$ cat src/rtl/commit_probe_pkg.sv
// Shared types for commit_probe: FSM state encoding, the commit record layout
// and counter limits.
package commit_probe_pkg;

  localparam int unsigned CNT_W_DEF = 64;
  localparam int unsigned XLEN_DEF  = 32;

  localparam logic [CNT_W_DEF-1:0] CNT_MAX = '1;

  typedef enum logic [2:0] {
    S_IDLE,
    S_FETCH,
    S_DECODE,
    S_EXEC,
    S_MEM,
    S_WB
  } probe_state_e;

  // Field set consumed by the syncer; sized from the package defaults.
  typedef struct packed {
    logic [XLEN_DEF-1:0]  pc;
    logic [XLEN_DEF-1:0]  npc;
    logic [XLEN_DEF-1:0]  inst;
    logic                 icache_need;
    logic                 icache_hit;
    logic [CNT_W_DEF-1:0] icache_cost;
    logic [CNT_W_DEF-1:0] icache_miss;
    logic [CNT_W_DEF-1:0] idu_cost;
    logic [CNT_W_DEF-1:0] exu_cost;
    logic [CNT_W_DEF-1:0] lsu_cost;
    logic [CNT_W_DEF-1:0] wbu_cost;
    logic                 mem_ren;
    logic                 mem_wen;
    logic [2:0]           mem_size;
    logic [XLEN_DEF-1:0]  mem_addr;
    logic [XLEN_DEF-1:0]  mem_data;
    logic                 skip_difftest;
    logic                 sim_end;
    logic [31:0]          exit_code;
  } commit_rec_t;

endpackage

$ cat src/rtl/commit_probe_if.sv
// Stage handshake observation bus and commit record outputs of commit_probe.
interface commit_probe_if
  import commit_probe_pkg::*;
#(
  parameter int unsigned XLEN  = XLEN_DEF,
  parameter int unsigned CNT_W = CNT_W_DEF
);
  logic             ifu_req_fire;
  logic             ifu_resp_fire;
  logic             idu_fire;
  logic             exu_fire;
  logic             lsu_fire;
  logic             wbu_fire;
  logic             ifu_cached;
  logic             icache_refill;
  logic [XLEN-1:0]  pc;
  logic [XLEN-1:0]  npc;
  logic [XLEN-1:0]  inst;
  logic             exu_mem;
  logic             mem_ren;
  logic             mem_wen;
  logic [2:0]       mem_size;
  logic [XLEN-1:0]  mem_addr;
  logic [XLEN-1:0]  mem_data;
  logic             skip_difftest;
  logic             sim_end;
  logic [31:0]      exit_code;

  logic             commit_en;
  logic [XLEN-1:0]  c_pc;
  logic [XLEN-1:0]  c_npc;
  logic [XLEN-1:0]  c_inst;
  logic             c_icache_need;
  logic             c_icache_hit;
  logic [CNT_W-1:0] c_icache_cost;
  logic [CNT_W-1:0] c_icache_miss;
  logic [CNT_W-1:0] c_idu_cost;
  logic [CNT_W-1:0] c_exu_cost;
  logic [CNT_W-1:0] c_lsu_cost;
  logic [CNT_W-1:0] c_wbu_cost;
  logic             c_mem_ren;
  logic             c_mem_wen;
  logic [2:0]       c_mem_size;
  logic [XLEN-1:0]  c_mem_addr;
  logic [XLEN-1:0]  c_mem_data;
  logic             c_skip_difftest;
  logic             c_sim_end;
  logic [31:0]      c_exit_code;
  logic             proto_err;

  modport master (
    output ifu_req_fire, ifu_resp_fire, idu_fire, exu_fire, lsu_fire, wbu_fire,
           ifu_cached, icache_refill, pc, npc, inst, exu_mem,
           mem_ren, mem_wen, mem_size, mem_addr, mem_data,
           skip_difftest, sim_end, exit_code,
    input  commit_en, c_pc, c_npc, c_inst, c_icache_need, c_icache_hit,
           c_icache_cost, c_icache_miss, c_idu_cost, c_exu_cost, c_lsu_cost, c_wbu_cost,
           c_mem_ren, c_mem_wen, c_mem_size, c_mem_addr, c_mem_data,
           c_skip_difftest, c_sim_end, c_exit_code, proto_err
  );

  modport slave (
    input  ifu_req_fire, ifu_resp_fire, idu_fire, exu_fire, lsu_fire, wbu_fire,
           ifu_cached, icache_refill, pc, npc, inst, exu_mem,
           mem_ren, mem_wen, mem_size, mem_addr, mem_data,
           skip_difftest, sim_end, exit_code,
    output commit_en, c_pc, c_npc, c_inst, c_icache_need, c_icache_hit,
           c_icache_cost, c_icache_miss, c_idu_cost, c_exu_cost, c_lsu_cost, c_wbu_cost,
           c_mem_ren, c_mem_wen, c_mem_size, c_mem_addr, c_mem_data,
           c_skip_difftest, c_sim_end, c_exit_code, proto_err
  );
endinterface

$ cat src/rtl/commit_probe_sat_counter.sv
// Saturating cycle counter; cnt_o already includes the current cycle's
// increment so a same-cycle snapshot sees the final count.
module sat_counter
  import commit_probe_pkg::*;
#(
  parameter int unsigned W = CNT_W_DEF
) (
  input  logic         clk_i,
  input  logic         rst_ni,
  input  logic         clr_i,
  input  logic         inc_i,
  output logic [W-1:0] cnt_o
);
  logic [W-1:0] cnt_q, cnt_d;

  always_comb begin
    cnt_o = cnt_q;
    if (inc_i && (cnt_q != W'(CNT_MAX))) cnt_o = cnt_q + W'(1);
    cnt_d = clr_i ? '0 : cnt_o;
  end

  always_ff @(posedge clk_i or negedge rst_ni) begin
    if (!rst_ni) cnt_q <= '0;
    else         cnt_q <= cnt_d;
  end
endmodule

$ cat src/rtl/commit_probe.sv
// Commit-record producer for the multi-cycle core. Define
// COMMIT_PROBE_MEM_TRACE_EN to sample and publish the LSU access fields.
module commit_probe
  import commit_probe_pkg::*;
#(
  parameter int unsigned CNT_W = CNT_W_DEF,
  parameter int unsigned XLEN  = XLEN_DEF
) (
  input  logic          clock,
  input  logic          reset,
  commit_probe_if.slave bus
);
  probe_state_e    state_q;
  commit_rec_t     rec_q, rec_d;
  logic            commit_en_q, proto_err_q, need_q;
  logic [XLEN-1:0] pc_q, inst_q;

  logic req_ok, resp_ok, idu_ok, exu_ok, lsu_ok, wbu_ok, bad_fire;
  logic [CNT_W-1:0] icache_cnt, miss_cnt, idu_cnt, exu_cnt, lsu_cnt, wbu_cnt;

  // A fire counts only in the state that expects it; anything else is flagged and dropped.
  always_comb begin
    req_ok  = bus.ifu_req_fire &&
              ((state_q == S_IDLE) || ((state_q == S_WB) && bus.wbu_fire));
    resp_ok = bus.ifu_resp_fire && (state_q == S_FETCH);
    idu_ok  = bus.idu_fire      && (state_q == S_DECODE);
    exu_ok  = bus.exu_fire      && (state_q == S_EXEC);
    lsu_ok  = bus.lsu_fire      && (state_q == S_MEM);
    wbu_ok  = bus.wbu_fire      && (state_q == S_WB);
    bad_fire = (bus.ifu_req_fire && !req_ok) || (bus.ifu_resp_fire && !resp_ok) ||
               (bus.idu_fire && !idu_ok) || (bus.exu_fire && !exu_ok) ||
               (bus.lsu_fire && !lsu_ok) || (bus.wbu_fire && !wbu_ok);
  end

  sat_counter #(.W(CNT_W)) u_icache_cnt (.clk_i(clock), .rst_ni(reset), .clr_i(req_ok),
    .inc_i(state_q == S_FETCH), .cnt_o(icache_cnt));
  sat_counter #(.W(CNT_W)) u_miss_cnt (.clk_i(clock), .rst_ni(reset), .clr_i(req_ok),
    .inc_i((state_q == S_FETCH) && bus.icache_refill), .cnt_o(miss_cnt));
  sat_counter #(.W(CNT_W)) u_idu_cnt (.clk_i(clock), .rst_ni(reset), .clr_i(req_ok),
    .inc_i(state_q == S_DECODE), .cnt_o(idu_cnt));
  sat_counter #(.W(CNT_W)) u_exu_cnt (.clk_i(clock), .rst_ni(reset), .clr_i(req_ok),
    .inc_i(state_q == S_EXEC), .cnt_o(exu_cnt));
  sat_counter #(.W(CNT_W)) u_lsu_cnt (.clk_i(clock), .rst_ni(reset), .clr_i(req_ok),
    .inc_i(state_q == S_MEM), .cnt_o(lsu_cnt));
  sat_counter #(.W(CNT_W)) u_wbu_cnt (.clk_i(clock), .rst_ni(reset), .clr_i(req_ok),
    .inc_i(state_q == S_WB), .cnt_o(wbu_cnt));

`ifdef COMMIT_PROBE_MEM_TRACE_EN
  logic            mem_ren_q, mem_wen_q;
  logic [2:0]      mem_size_q;
  logic [XLEN-1:0] mem_addr_q, mem_data_q;

  // Cleared at fetch so an instruction that skips MEM commits an empty access.
  always_ff @(posedge clock or negedge reset) begin
    if (!reset) begin
      mem_ren_q  <= 1'b0;
      mem_wen_q  <= 1'b0;
      mem_size_q <= '0;
      mem_addr_q <= '0;
      mem_data_q <= '0;
    end else if (lsu_ok) begin
      mem_ren_q  <= bus.mem_ren;
      mem_wen_q  <= bus.mem_wen;
      mem_size_q <= bus.mem_size;
      mem_addr_q <= bus.mem_addr;
      mem_data_q <= bus.mem_data;
    end else if (req_ok) begin
      mem_ren_q  <= 1'b0;
      mem_wen_q  <= 1'b0;
      mem_size_q <= '0;
      mem_addr_q <= '0;
      mem_data_q <= '0;
    end
  end
`else
  logic unused_mem;
  assign unused_mem = ^{bus.mem_ren, bus.mem_wen, bus.mem_size, bus.mem_addr, bus.mem_data};
`endif

  always_comb begin
    rec_d               = '0;
    rec_d.pc            = pc_q;
    rec_d.npc           = bus.npc;
    rec_d.inst          = inst_q;
    rec_d.icache_need   = need_q;
    rec_d.icache_hit    = (miss_cnt == '0);
    rec_d.icache_cost   = icache_cnt;
    rec_d.icache_miss   = miss_cnt;
    rec_d.idu_cost      = idu_cnt;
    rec_d.exu_cost      = exu_cnt;
    rec_d.lsu_cost      = lsu_cnt;
    rec_d.wbu_cost      = wbu_cnt;
`ifdef COMMIT_PROBE_MEM_TRACE_EN
    rec_d.mem_ren       = mem_ren_q;
    rec_d.mem_wen       = mem_wen_q;
    rec_d.mem_size      = mem_size_q;
    rec_d.mem_addr      = mem_addr_q;
    rec_d.mem_data      = mem_data_q;
`endif
    rec_d.skip_difftest = bus.skip_difftest;
    rec_d.sim_end       = bus.sim_end;
    rec_d.exit_code     = bus.exit_code;
  end

  always_ff @(posedge clock or negedge reset) begin
    if (!reset) begin
      state_q     <= S_IDLE;
      rec_q       <= '0;
      commit_en_q <= 1'b0;
      proto_err_q <= 1'b0;
      need_q      <= 1'b0;
      pc_q        <= '0;
      inst_q      <= '0;
    end else begin
      commit_en_q <= wbu_ok;
      if (bad_fire) proto_err_q <= 1'b1;
      if (req_ok)   need_q <= bus.ifu_cached;
      if (resp_ok) begin
        pc_q   <= bus.pc;
        inst_q <= bus.inst;
      end
      if (wbu_ok) rec_q <= rec_d;
      case (state_q)
        S_IDLE:   if (req_ok)  state_q <= S_FETCH;
        S_FETCH:  if (resp_ok) state_q <= S_DECODE;
        S_DECODE: if (idu_ok)  state_q <= S_EXEC;
        S_EXEC:   if (exu_ok)  state_q <= bus.exu_mem ? S_MEM : S_WB;
        S_MEM:    if (lsu_ok)  state_q <= S_WB;
        S_WB:     if (wbu_ok)  state_q <= req_ok ? S_FETCH : S_IDLE;
        default:               state_q <= S_IDLE;
      endcase
    end
  end

  assign bus.commit_en       = commit_en_q;
  assign bus.c_pc            = rec_q.pc;
  assign bus.c_npc           = rec_q.npc;
  assign bus.c_inst          = rec_q.inst;
  assign bus.c_icache_need   = rec_q.icache_need;
  assign bus.c_icache_hit    = rec_q.icache_hit;
  assign bus.c_icache_cost   = rec_q.icache_cost;
  assign bus.c_icache_miss   = rec_q.icache_miss;
  assign bus.c_idu_cost      = rec_q.idu_cost;
  assign bus.c_exu_cost      = rec_q.exu_cost;
  assign bus.c_lsu_cost      = rec_q.lsu_cost;
  assign bus.c_wbu_cost      = rec_q.wbu_cost;
  assign bus.c_mem_ren       = rec_q.mem_ren;
  assign bus.c_mem_wen       = rec_q.mem_wen;
  assign bus.c_mem_size      = rec_q.mem_size;
  assign bus.c_mem_addr      = rec_q.mem_addr;
  assign bus.c_mem_data      = rec_q.mem_data;
  assign bus.c_skip_difftest = rec_q.skip_difftest;
  assign bus.c_sim_end       = rec_q.sim_end;
  assign bus.c_exit_code     = rec_q.exit_code;
  assign bus.proto_err       = proto_err_q;
endmodule

$ cat src/flat_wrapper.sv
// flat-port wrapper written by rule: the top's interface ports become plain ports
module commit_probe_flat import commit_probe_pkg::*;
#(
  parameter int unsigned CNT_W = CNT_W_DEF,
  parameter int unsigned XLEN  = XLEN_DEF
)
  (clock, reset, bus_ifu_req_fire, bus_ifu_resp_fire, bus_idu_fire, bus_exu_fire, bus_lsu_fire, bus_wbu_fire, bus_ifu_cached, bus_icache_refill, bus_pc, bus_npc, bus_inst, bus_exu_mem, bus_mem_ren, bus_mem_wen, bus_mem_size, bus_mem_addr, bus_mem_data, bus_skip_difftest, bus_sim_end, bus_exit_code, bus_commit_en, bus_c_pc, bus_c_npc, bus_c_inst, bus_c_icache_need, bus_c_icache_hit, bus_c_icache_cost, bus_c_icache_miss, bus_c_idu_cost, bus_c_exu_cost, bus_c_lsu_cost, bus_c_wbu_cost, bus_c_mem_ren, bus_c_mem_wen, bus_c_mem_size, bus_c_mem_addr, bus_c_mem_data, bus_c_skip_difftest, bus_c_sim_end, bus_c_exit_code, bus_proto_err);
  commit_probe_if #(.XLEN(XLEN), .CNT_W(CNT_W)) bus_i ();
  input  logic clock;
  input  logic reset;
  input wire logic [$bits(bus_i.ifu_req_fire)-1:0] bus_ifu_req_fire;
  input wire logic [$bits(bus_i.ifu_resp_fire)-1:0] bus_ifu_resp_fire;
  input wire logic [$bits(bus_i.idu_fire)-1:0] bus_idu_fire;
  input wire logic [$bits(bus_i.exu_fire)-1:0] bus_exu_fire;
  input wire logic [$bits(bus_i.lsu_fire)-1:0] bus_lsu_fire;
  input wire logic [$bits(bus_i.wbu_fire)-1:0] bus_wbu_fire;
  input wire logic [$bits(bus_i.ifu_cached)-1:0] bus_ifu_cached;
  input wire logic [$bits(bus_i.icache_refill)-1:0] bus_icache_refill;
  input wire logic [$bits(bus_i.pc)-1:0] bus_pc;
  input wire logic [$bits(bus_i.npc)-1:0] bus_npc;
  input wire logic [$bits(bus_i.inst)-1:0] bus_inst;
  input wire logic [$bits(bus_i.exu_mem)-1:0] bus_exu_mem;
  input wire logic [$bits(bus_i.mem_ren)-1:0] bus_mem_ren;
  input wire logic [$bits(bus_i.mem_wen)-1:0] bus_mem_wen;
  input wire logic [$bits(bus_i.mem_size)-1:0] bus_mem_size;
  input wire logic [$bits(bus_i.mem_addr)-1:0] bus_mem_addr;
  input wire logic [$bits(bus_i.mem_data)-1:0] bus_mem_data;
  input wire logic [$bits(bus_i.skip_difftest)-1:0] bus_skip_difftest;
  input wire logic [$bits(bus_i.sim_end)-1:0] bus_sim_end;
  input wire logic [$bits(bus_i.exit_code)-1:0] bus_exit_code;
  output wire logic [$bits(bus_i.commit_en)-1:0] bus_commit_en;
  output wire logic [$bits(bus_i.c_pc)-1:0] bus_c_pc;
  output wire logic [$bits(bus_i.c_npc)-1:0] bus_c_npc;
  output wire logic [$bits(bus_i.c_inst)-1:0] bus_c_inst;
  output wire logic [$bits(bus_i.c_icache_need)-1:0] bus_c_icache_need;
  output wire logic [$bits(bus_i.c_icache_hit)-1:0] bus_c_icache_hit;
  output wire logic [$bits(bus_i.c_icache_cost)-1:0] bus_c_icache_cost;
  output wire logic [$bits(bus_i.c_icache_miss)-1:0] bus_c_icache_miss;
  output wire logic [$bits(bus_i.c_idu_cost)-1:0] bus_c_idu_cost;
  output wire logic [$bits(bus_i.c_exu_cost)-1:0] bus_c_exu_cost;
  output wire logic [$bits(bus_i.c_lsu_cost)-1:0] bus_c_lsu_cost;
  output wire logic [$bits(bus_i.c_wbu_cost)-1:0] bus_c_wbu_cost;
  output wire logic [$bits(bus_i.c_mem_ren)-1:0] bus_c_mem_ren;
  output wire logic [$bits(bus_i.c_mem_wen)-1:0] bus_c_mem_wen;
  output wire logic [$bits(bus_i.c_mem_size)-1:0] bus_c_mem_size;
  output wire logic [$bits(bus_i.c_mem_addr)-1:0] bus_c_mem_addr;
  output wire logic [$bits(bus_i.c_mem_data)-1:0] bus_c_mem_data;
  output wire logic [$bits(bus_i.c_skip_difftest)-1:0] bus_c_skip_difftest;
  output wire logic [$bits(bus_i.c_sim_end)-1:0] bus_c_sim_end;
  output wire logic [$bits(bus_i.c_exit_code)-1:0] bus_c_exit_code;
  output wire logic [$bits(bus_i.proto_err)-1:0] bus_proto_err;
  assign bus_i.ifu_req_fire = bus_ifu_req_fire;
  assign bus_i.ifu_resp_fire = bus_ifu_resp_fire;
  assign bus_i.idu_fire = bus_idu_fire;
  assign bus_i.exu_fire = bus_exu_fire;
  assign bus_i.lsu_fire = bus_lsu_fire;
  assign bus_i.wbu_fire = bus_wbu_fire;
  assign bus_i.ifu_cached = bus_ifu_cached;
  assign bus_i.icache_refill = bus_icache_refill;
  assign bus_i.pc = bus_pc;
  assign bus_i.npc = bus_npc;
  assign bus_i.inst = bus_inst;
  assign bus_i.exu_mem = bus_exu_mem;
  assign bus_i.mem_ren = bus_mem_ren;
  assign bus_i.mem_wen = bus_mem_wen;
  assign bus_i.mem_size = bus_mem_size;
  assign bus_i.mem_addr = bus_mem_addr;
  assign bus_i.mem_data = bus_mem_data;
  assign bus_i.skip_difftest = bus_skip_difftest;
  assign bus_i.sim_end = bus_sim_end;
  assign bus_i.exit_code = bus_exit_code;
  assign bus_commit_en = bus_i.commit_en;
  assign bus_c_pc = bus_i.c_pc;
  assign bus_c_npc = bus_i.c_npc;
  assign bus_c_inst = bus_i.c_inst;
  assign bus_c_icache_need = bus_i.c_icache_need;
  assign bus_c_icache_hit = bus_i.c_icache_hit;
  assign bus_c_icache_cost = bus_i.c_icache_cost;
  assign bus_c_icache_miss = bus_i.c_icache_miss;
  assign bus_c_idu_cost = bus_i.c_idu_cost;
  assign bus_c_exu_cost = bus_i.c_exu_cost;
  assign bus_c_lsu_cost = bus_i.c_lsu_cost;
  assign bus_c_wbu_cost = bus_i.c_wbu_cost;
  assign bus_c_mem_ren = bus_i.c_mem_ren;
  assign bus_c_mem_wen = bus_i.c_mem_wen;
  assign bus_c_mem_size = bus_i.c_mem_size;
  assign bus_c_mem_addr = bus_i.c_mem_addr;
  assign bus_c_mem_data = bus_i.c_mem_data;
  assign bus_c_skip_difftest = bus_i.c_skip_difftest;
  assign bus_c_sim_end = bus_i.c_sim_end;
  assign bus_c_exit_code = bus_i.c_exit_code;
  assign bus_proto_err = bus_i.proto_err;
  commit_probe #(.CNT_W(CNT_W), .XLEN(XLEN)) u_core (.clock(clock), .reset(reset), .bus(bus_i));
endmodule
$ cat config.mk
export PLATFORM = sky130hd
export DESIGN_NAME = commit_probe_flat
export DESIGN_NICKNAME = d
export VERILOG_FILES = /design/src/rtl/commit_probe_pkg.sv /design/src/rtl/commit_probe_if.sv /design/src/rtl/commit_probe_sat_counter.sv /design/src/rtl/commit_probe.sv /design/src/flat_wrapper.sv
export SDC_FILE = /design/constraint.sdc
export NUM_CORES = 2
export LEC_CHECK = 0
export ABC_AREA = 1
export BUFFER_PORTS_ARGS = -buffer_cell sky130_fd_sc_hd__buf_2
export CAP_MARGIN = 20
export CELL_PAD_IN_SITES_DETAIL_PLACEMENT = 1
export CELL_PAD_IN_SITES_GLOBAL_PLACEMENT = 1
export CORE_ASPECT_RATIO = 0.8
export CORE_MARGIN = 10
export CORE_UTILIZATION = 45
export DETAILED_ROUTE_END_ITERATION = 10
export PLACE_DENSITY = 0.87
export SYNTH_ARGS = -nofsm -noshare
export SYNTH_HDL_FRONTEND = slang
export SYNTH_SLANG_ARGS = --single-unit
$ cat constraint.sdc
create_clock -name clock -period 5.5 [get_ports clock]
set_input_delay 1.1 -clock clock [delete_from_list [all_inputs] [get_ports clock]]
set_output_delay 1.1 -clock clock [all_outputs]
set_load 0.02 [all_outputs]
-- Word-level counts from Yosys, hierarchy flattened
Cells that the tools add are included.
- register bits: 970
- input port bits: 210
- output and inout port bits: 587
- word-level logic and storage cells: 104
- $add $sub $neg: 6
- equal/unequal tests: 17
- muxes and demuxes: 21
- reduce and logical (&&, ||, !) cells: 34
- operator list (cell ; number):
    2-to-1 mux 64 bit ; 12
    adder 64 x 1 -> 64 bit, second input constant ; 6
    inequality test 64 bit, second input constant ; 6
    logical NOT 64 bit ; 1
    logical AND 1 bit ; 19
    2-to-1 mux 3 bit ; 6
    case mux 3 bit (6 select lines) ; 1
    inequality test 2 x 1 -> 1 bit, second input constant ; 6
    equality test 3 x 2 -> 1 bit, second input constant ; 2
    equality test 3 bit, second input constant ; 2
    logical NOT 1 bit ; 6
    logical OR 1 bit ; 6
    AND reduction 6 bit ; 1
    equality test 3 x 1 -> 1 bit, second input constant ; 1
    logical NOT 3 bit ; 1
    2-to-1 mux 1 bit ; 2

-- Depth between registers and ports, before layout
- word-level depth: 11
- depth in mapped cells: 20
- gate-level depth less buffers: 19

-- Hierarchy
From an unflattened synthesis, not the netlist that was laid out.
- cells, all modules: 7509
- area total of the unflattened synthesis: 54068.1 um^2
- modules (own cells, without submodules) (module ; instances ; cells an instance ; area each (um^2) ; sequential area each (um^2)):
    sat_counter ; 6 ; 814 ; 5186.2 ; 1601.5
    commit_probe ; 1 ; 2625 ; 22950.8 ; 14664.1

-- Worst setup path after synthesis
OpenSTA, ideal clock, no wires.
- kind: input to register
- from: input port bus_icache_refill
- to: register u_core.rec_q, in the netlist u_core.bus.c_icache_hit
- library setup time: 0.066 ns
- arrival time: 2.326 ns
- required time: 5.434 ns
- slack: 3.108 ns
- stages on the path: 14
- cells stage by stage: nand3_4 nor2_2 nand3b_1 nor2_1 nand2_1 nand2_1 nand2_1 nor2_1 nand2_1 nor2_1 nand2_1 nor2_1 nand2_1 nand2_1
- cells in the longest elaborated chain, start to end: 4
- RTL lines (what ; RTL line ; text):
    start: declaration ; flat_wrapper.sv:18 ; input wire logic [$bits(bus_i.icache_refill)-1:0] bus_icache_refill;
    logical AND 1 bit ; commit_probe.sv:38 ; .inc_i((state_q == S_FETCH) && bus.icache_refill), .cnt_o(miss_cnt));
    logical AND 1 bit ; commit_probe_sat_counter.sv:18 ; if (inc_i && (cnt_q != W'(CNT_MAX))) cnt_o = cnt_q + W'(1);
    2-to-1 mux 64 bit ; commit_probe_sat_counter.sv:18 ;
    logical NOT 64 bit ; commit_probe.sv:86 ; rec_d.icache_hit = (miss_cnt == '0);
    end signal: assignment ; commit_probe.sv:122 ; if (wbu_ok) rec_q <= rec_d;
    end: declaration ; commit_probe.sv:14 ; commit_rec_t rec_q, rec_d;
Every way passes these cells.
A chain may end at the register's enable or synchronous reset.

-- Final worst setup path
- from: register u_core.u_lsu_cnt.cnt_q[0]
- to: register u_core.rec_q, in the netlist u_core.bus.c_lsu_cost[32]
- cells in the longest elaborated chain, start to end: 3
- elaborated cells on any way between the ends: 4
- classes of those cells: add/sub (1); eq/ne (1); mux (1); reduce/logical (1)
- RTL lines (what ; RTL line ; text):
    start: declaration ; commit_probe_sat_counter.sv:14 ; logic [W-1:0] cnt_q, cnt_d;
    start signal: assignment ; commit_probe_sat_counter.sv:24 ; else cnt_q <= cnt_d;
    branches (longest 2 deep; another with adder 64 x 1 -> 64 bit) ; n/a ;
    2-to-1 mux 64 bit (*) ; commit_probe_sat_counter.sv:18 ;
Every way passes the cells marked *.

==> metrics.md <==
| Metric | Value |
|---|---|
| Outcome | `finished, final reports clean` |
| Total gr overflow | `0` |
| Vias | `42,017` |
| Util after Layout | `a little over half` |
| Post-Route Setup TNS | `0 ps` |
| Worst setup SP type | `register` |
| Die span in x | `around 380 um` |
| Max Clock Skew | `22.5 ps` |
| Port Buffers | `roughly 660` |
| Post-layout instance area | `about 54,000 um^2` |
| Final-report hold violation count | `0` |
| Final cell count without fillers | `between 7,000 and 8,000` |
| Clock latency on the worst-skew pair | `720 ps` |
| Post-Syn Instances | `between 5,000 and 6,000` |
| Asr flop ratio synth | `100%` |
| CP Max Fanout | `44` |
| Pleak | `between 20 and 30 nW` |
| Power per cell area | `just under 500 nW/um^2` |
| Prevailing post-synth register cell | `dfrtp_1` |
| Syn_area_per_cell | `~8 um^2` |
| Initial Util | `between 40% and 50%` |
| First-pass GRT wire length | `271 mm` |
| Peak supply drop | `0.300 mV` |
| Max-Cap Viols | `0` |
| Worst min-delay path class | `input port to async pin` |
| Slowest cell on the critical path | `nand2_2` |
| Final slew viol count | `0` |
| Post-Synthesis Cell Area | `about 46,000 um^2` |
| Vias in the first global route | `roughly 44,000` |
| Slew @ Worst Pin | `1060 ps` |
| Avg Vias per Cell | `roughly 5.5` |
| Yosys warns | `0` |
| Detailed Place HPWL | `about 130 mm` |
| Wire per inst | `about 23 um` |
| CTS tree | `built` |
| GP Congestion | `approximately 0.97` |
| WL final | `178 mm` |
| Worst path most repeated cell | `nand2_1` |
| DRC Markers | `0` |
| I/O pins | `between 700 and 800` |
| Final Cycle Share | `66.3%` |
| Crit path DAT | `between 4000 and 5000 ps` |
| Most frequent cells in the layout | `nand2_1, dfrtp_1, nor2_1` |
| Max clock buf depth | `3` |
| Post-layout nets | `around 6,500` |
| Detail Route Antenna Nets | `0` |
| Dpl ws | `~1700 ps` |
| Unrepaired setup endpoints after global routing | `no` |
| Cts repair resizes | `0` |
| Setup CP Type | `register to register` |
| F_max | `approximately 0.27 GHz` |
| CTS Buf Count | `100` |
| Post-route setup slack | `1850 ps` |
| Initial antenna violation count | `31` |
| Flop2flop setup slack | `~1900 ps` |
| Hold buffers post-CTS | `0` |
| Sequential area share after synthesis | `~52%` |
| Largest net degree at the start of global routing | `roughly 260` |
| 1st-pass router iterations | `5` |
| Buf/Inv on CP | `3` |
| Core area | `~100,000 um^2` |
| Max_slew headroom | `between 20% and 30%` |
| Final setup viols | `0` |
| Kind of cell adding the most delay to the critical path | `simple AND/OR/NAND/NOR gates` |
| Critical R2R Launch | `u_core.u_lsu_cnt.cnt_q[0]` |
| Worst Path Required | `~6000 ps` |
| Synth Register Bits | `970` |
| Area post-placement | `50,600 um^2` |
| Die area | `approximately 120,000 um^2` |
| Clk sinks | `970` |
| Area growth syn-to-layout | `17.3%` |
| Inst Count DP | `7,486` |
| Yosys cell types | `51` |
| Die H | `around 310 um` |
| Core Rows | `roughly 110` |
| Filler Cells Inserted | `roughly 12,000` |
| Worst-case hold slack | `about 470 ps` |
| Commonest non-fill, non-tap cell in the layout | `nand2_1` |
| Global Route Usage Sum | `around 30%` |
| Initial DRC count | `3,824` |
| Crit. End Element | `register` |
| H-tree depth | `3` |
| Cells along the critical path | `ha_1 > nand3_1 > inv_1 > nand2_1 > nor2_2 > nand3_1 > nor2_1 > nand4_1 > nand2_2 > inv_2 > nand2_1 > inv_1 > nand2_1 > xor2_1 > o21ai_0` |
| R2R Path End | `u_core.bus.c_lsu_cost[32]` |
| Setup bufs post-CTS | `0` |
| Slowest stage delay, CP | `approximately 490 ps` |
| Pwr Total | `between 20 and 30 mW` |
| Post-synth EDFFs | `0` |
| Fin crit period | `roughly 3600 ps` |
| FF-to-FF path depth | `15` |
| Root buffer cell | `clkbuf_16` |
| CTS clk-pin slew, worst paths | `about 70 ps` |
| Share of layout cells above drive strength 1 | `between 10% and 20%` |
==> kinds of logic (layout without fill, tap and decap cells) <==
logic type / count (synthesis) / count (layout) / share of synthesized area, %
simple gates: 3170 / 3170 / 28.6
flops: 970 / 970 / 52.4
compound gates: 491 / 491 / 5.42
mux: 68 / 68 / 1.64
other cells: 1 / 80 / 0.00809
xor+xnor: 306 / 306 / 5.78
buf+inv: 636 / 1256 / 6.00
fa+ha+maj: 6 / 6 / 0.162
==> power breakdown <==
group / switching, mW / leakage (nW) / total [mW] / internal [mW]
registers: 1.47 / 12.8 / 10.6 / 9.14
clock network: 3.15 / 1.79 / 7.60 / 4.44
logic: 5.81 / 11.6 / 8.14 / 2.33
==> worst max-delay path by stage <==
stage	from	to	slack, ps	cells past startpoint
finish	u_core.u_lsu_cnt.cnt_q[0]	u_core.bus.c_lsu_cost[32]	1850	15
global route	u_core.u_lsu_cnt.cnt_q[0]	u_core.bus.c_lsu_cost[32]	1600	15
CTS	u_core.u_lsu_cnt.cnt_q[0]	u_core.bus.c_lsu_cost[32]	1940	15
detailed placement	bus_wbu_fire	u_core.u_wbu_cnt.cnt_q[14]	1730	9
global placement	bus_wbu_fire	u_core.u_wbu_cnt.cnt_q[43]	1810	9
floorplan	bus_icache_refill	u_core.bus.c_icache_hit	3110	14
==> layout make-up <==
| type | instances | area (um^2) | share of cell area, % |
|---|---|---|---|
| sequential | 970 | 24300 | 44.7 |
| timing repair buffer | 699 | 3720 | 6.85 |
| multi-input combinational | 4110 | 19600 | 36.0 |
| tap | 1337 | 1670 | 3.08 |
| inverter | 370 | 1400 | 2.58 |
| clock buffer | 128 | 2790 | 5.13 |
| clock inverter | 59 | 907 | 1.67 |
| antenna | 11 | 27.5 | 0.0506 |
==> worst register-to-register path: stages, from the launching register on <==
cell	delay [ps]
dfrtp_1	440
ha_1	200
nand3_1	80
inv_1	110
nand2_1	160
nor2_2	210
nand3_1	100
nor2_1	210
nand4_1	140
nand2_2	490
inv_2	500
nand2_1	240
inv_1	60
nand2_1	100
xor2_1	320
o21ai_0	140
==> metal layers <==
layer | routed length (um) | up-vias | track usage [%]
met5 | 210 | - | 0
met4 | 5760 | 30 | 8.99
met3 | 14600 | 313 | 7.73
met2 | 81900 | 1398 | 47.3
met1 | 75800 | 21160 | 40.6
li1 | - | 19116 | -
==> Yosys cell counts, drive strengths merged, types with 4 or more instances <==
master,n,area [um^2]
a21oi,18,101
and2,6,37.5
buf,148,951
clkbuf,118,443
dfrtp,970,24300
ha,6,75.1
inv,370,1390
mux2,64,721
mux2i,4,40.0
nand2,1652,6230
nand3,209,1060
nand3b,22,165
nand4,163,1030
nor2,905,3510
nor3,143,752
nor3b,7,62.6
nor4,45,303
o21ai,457,2290
o21bai,6,45.0
or2,12,75.1
xnor2,115,1010
xor2,191,1670
(Power assumes the default switching activity.)
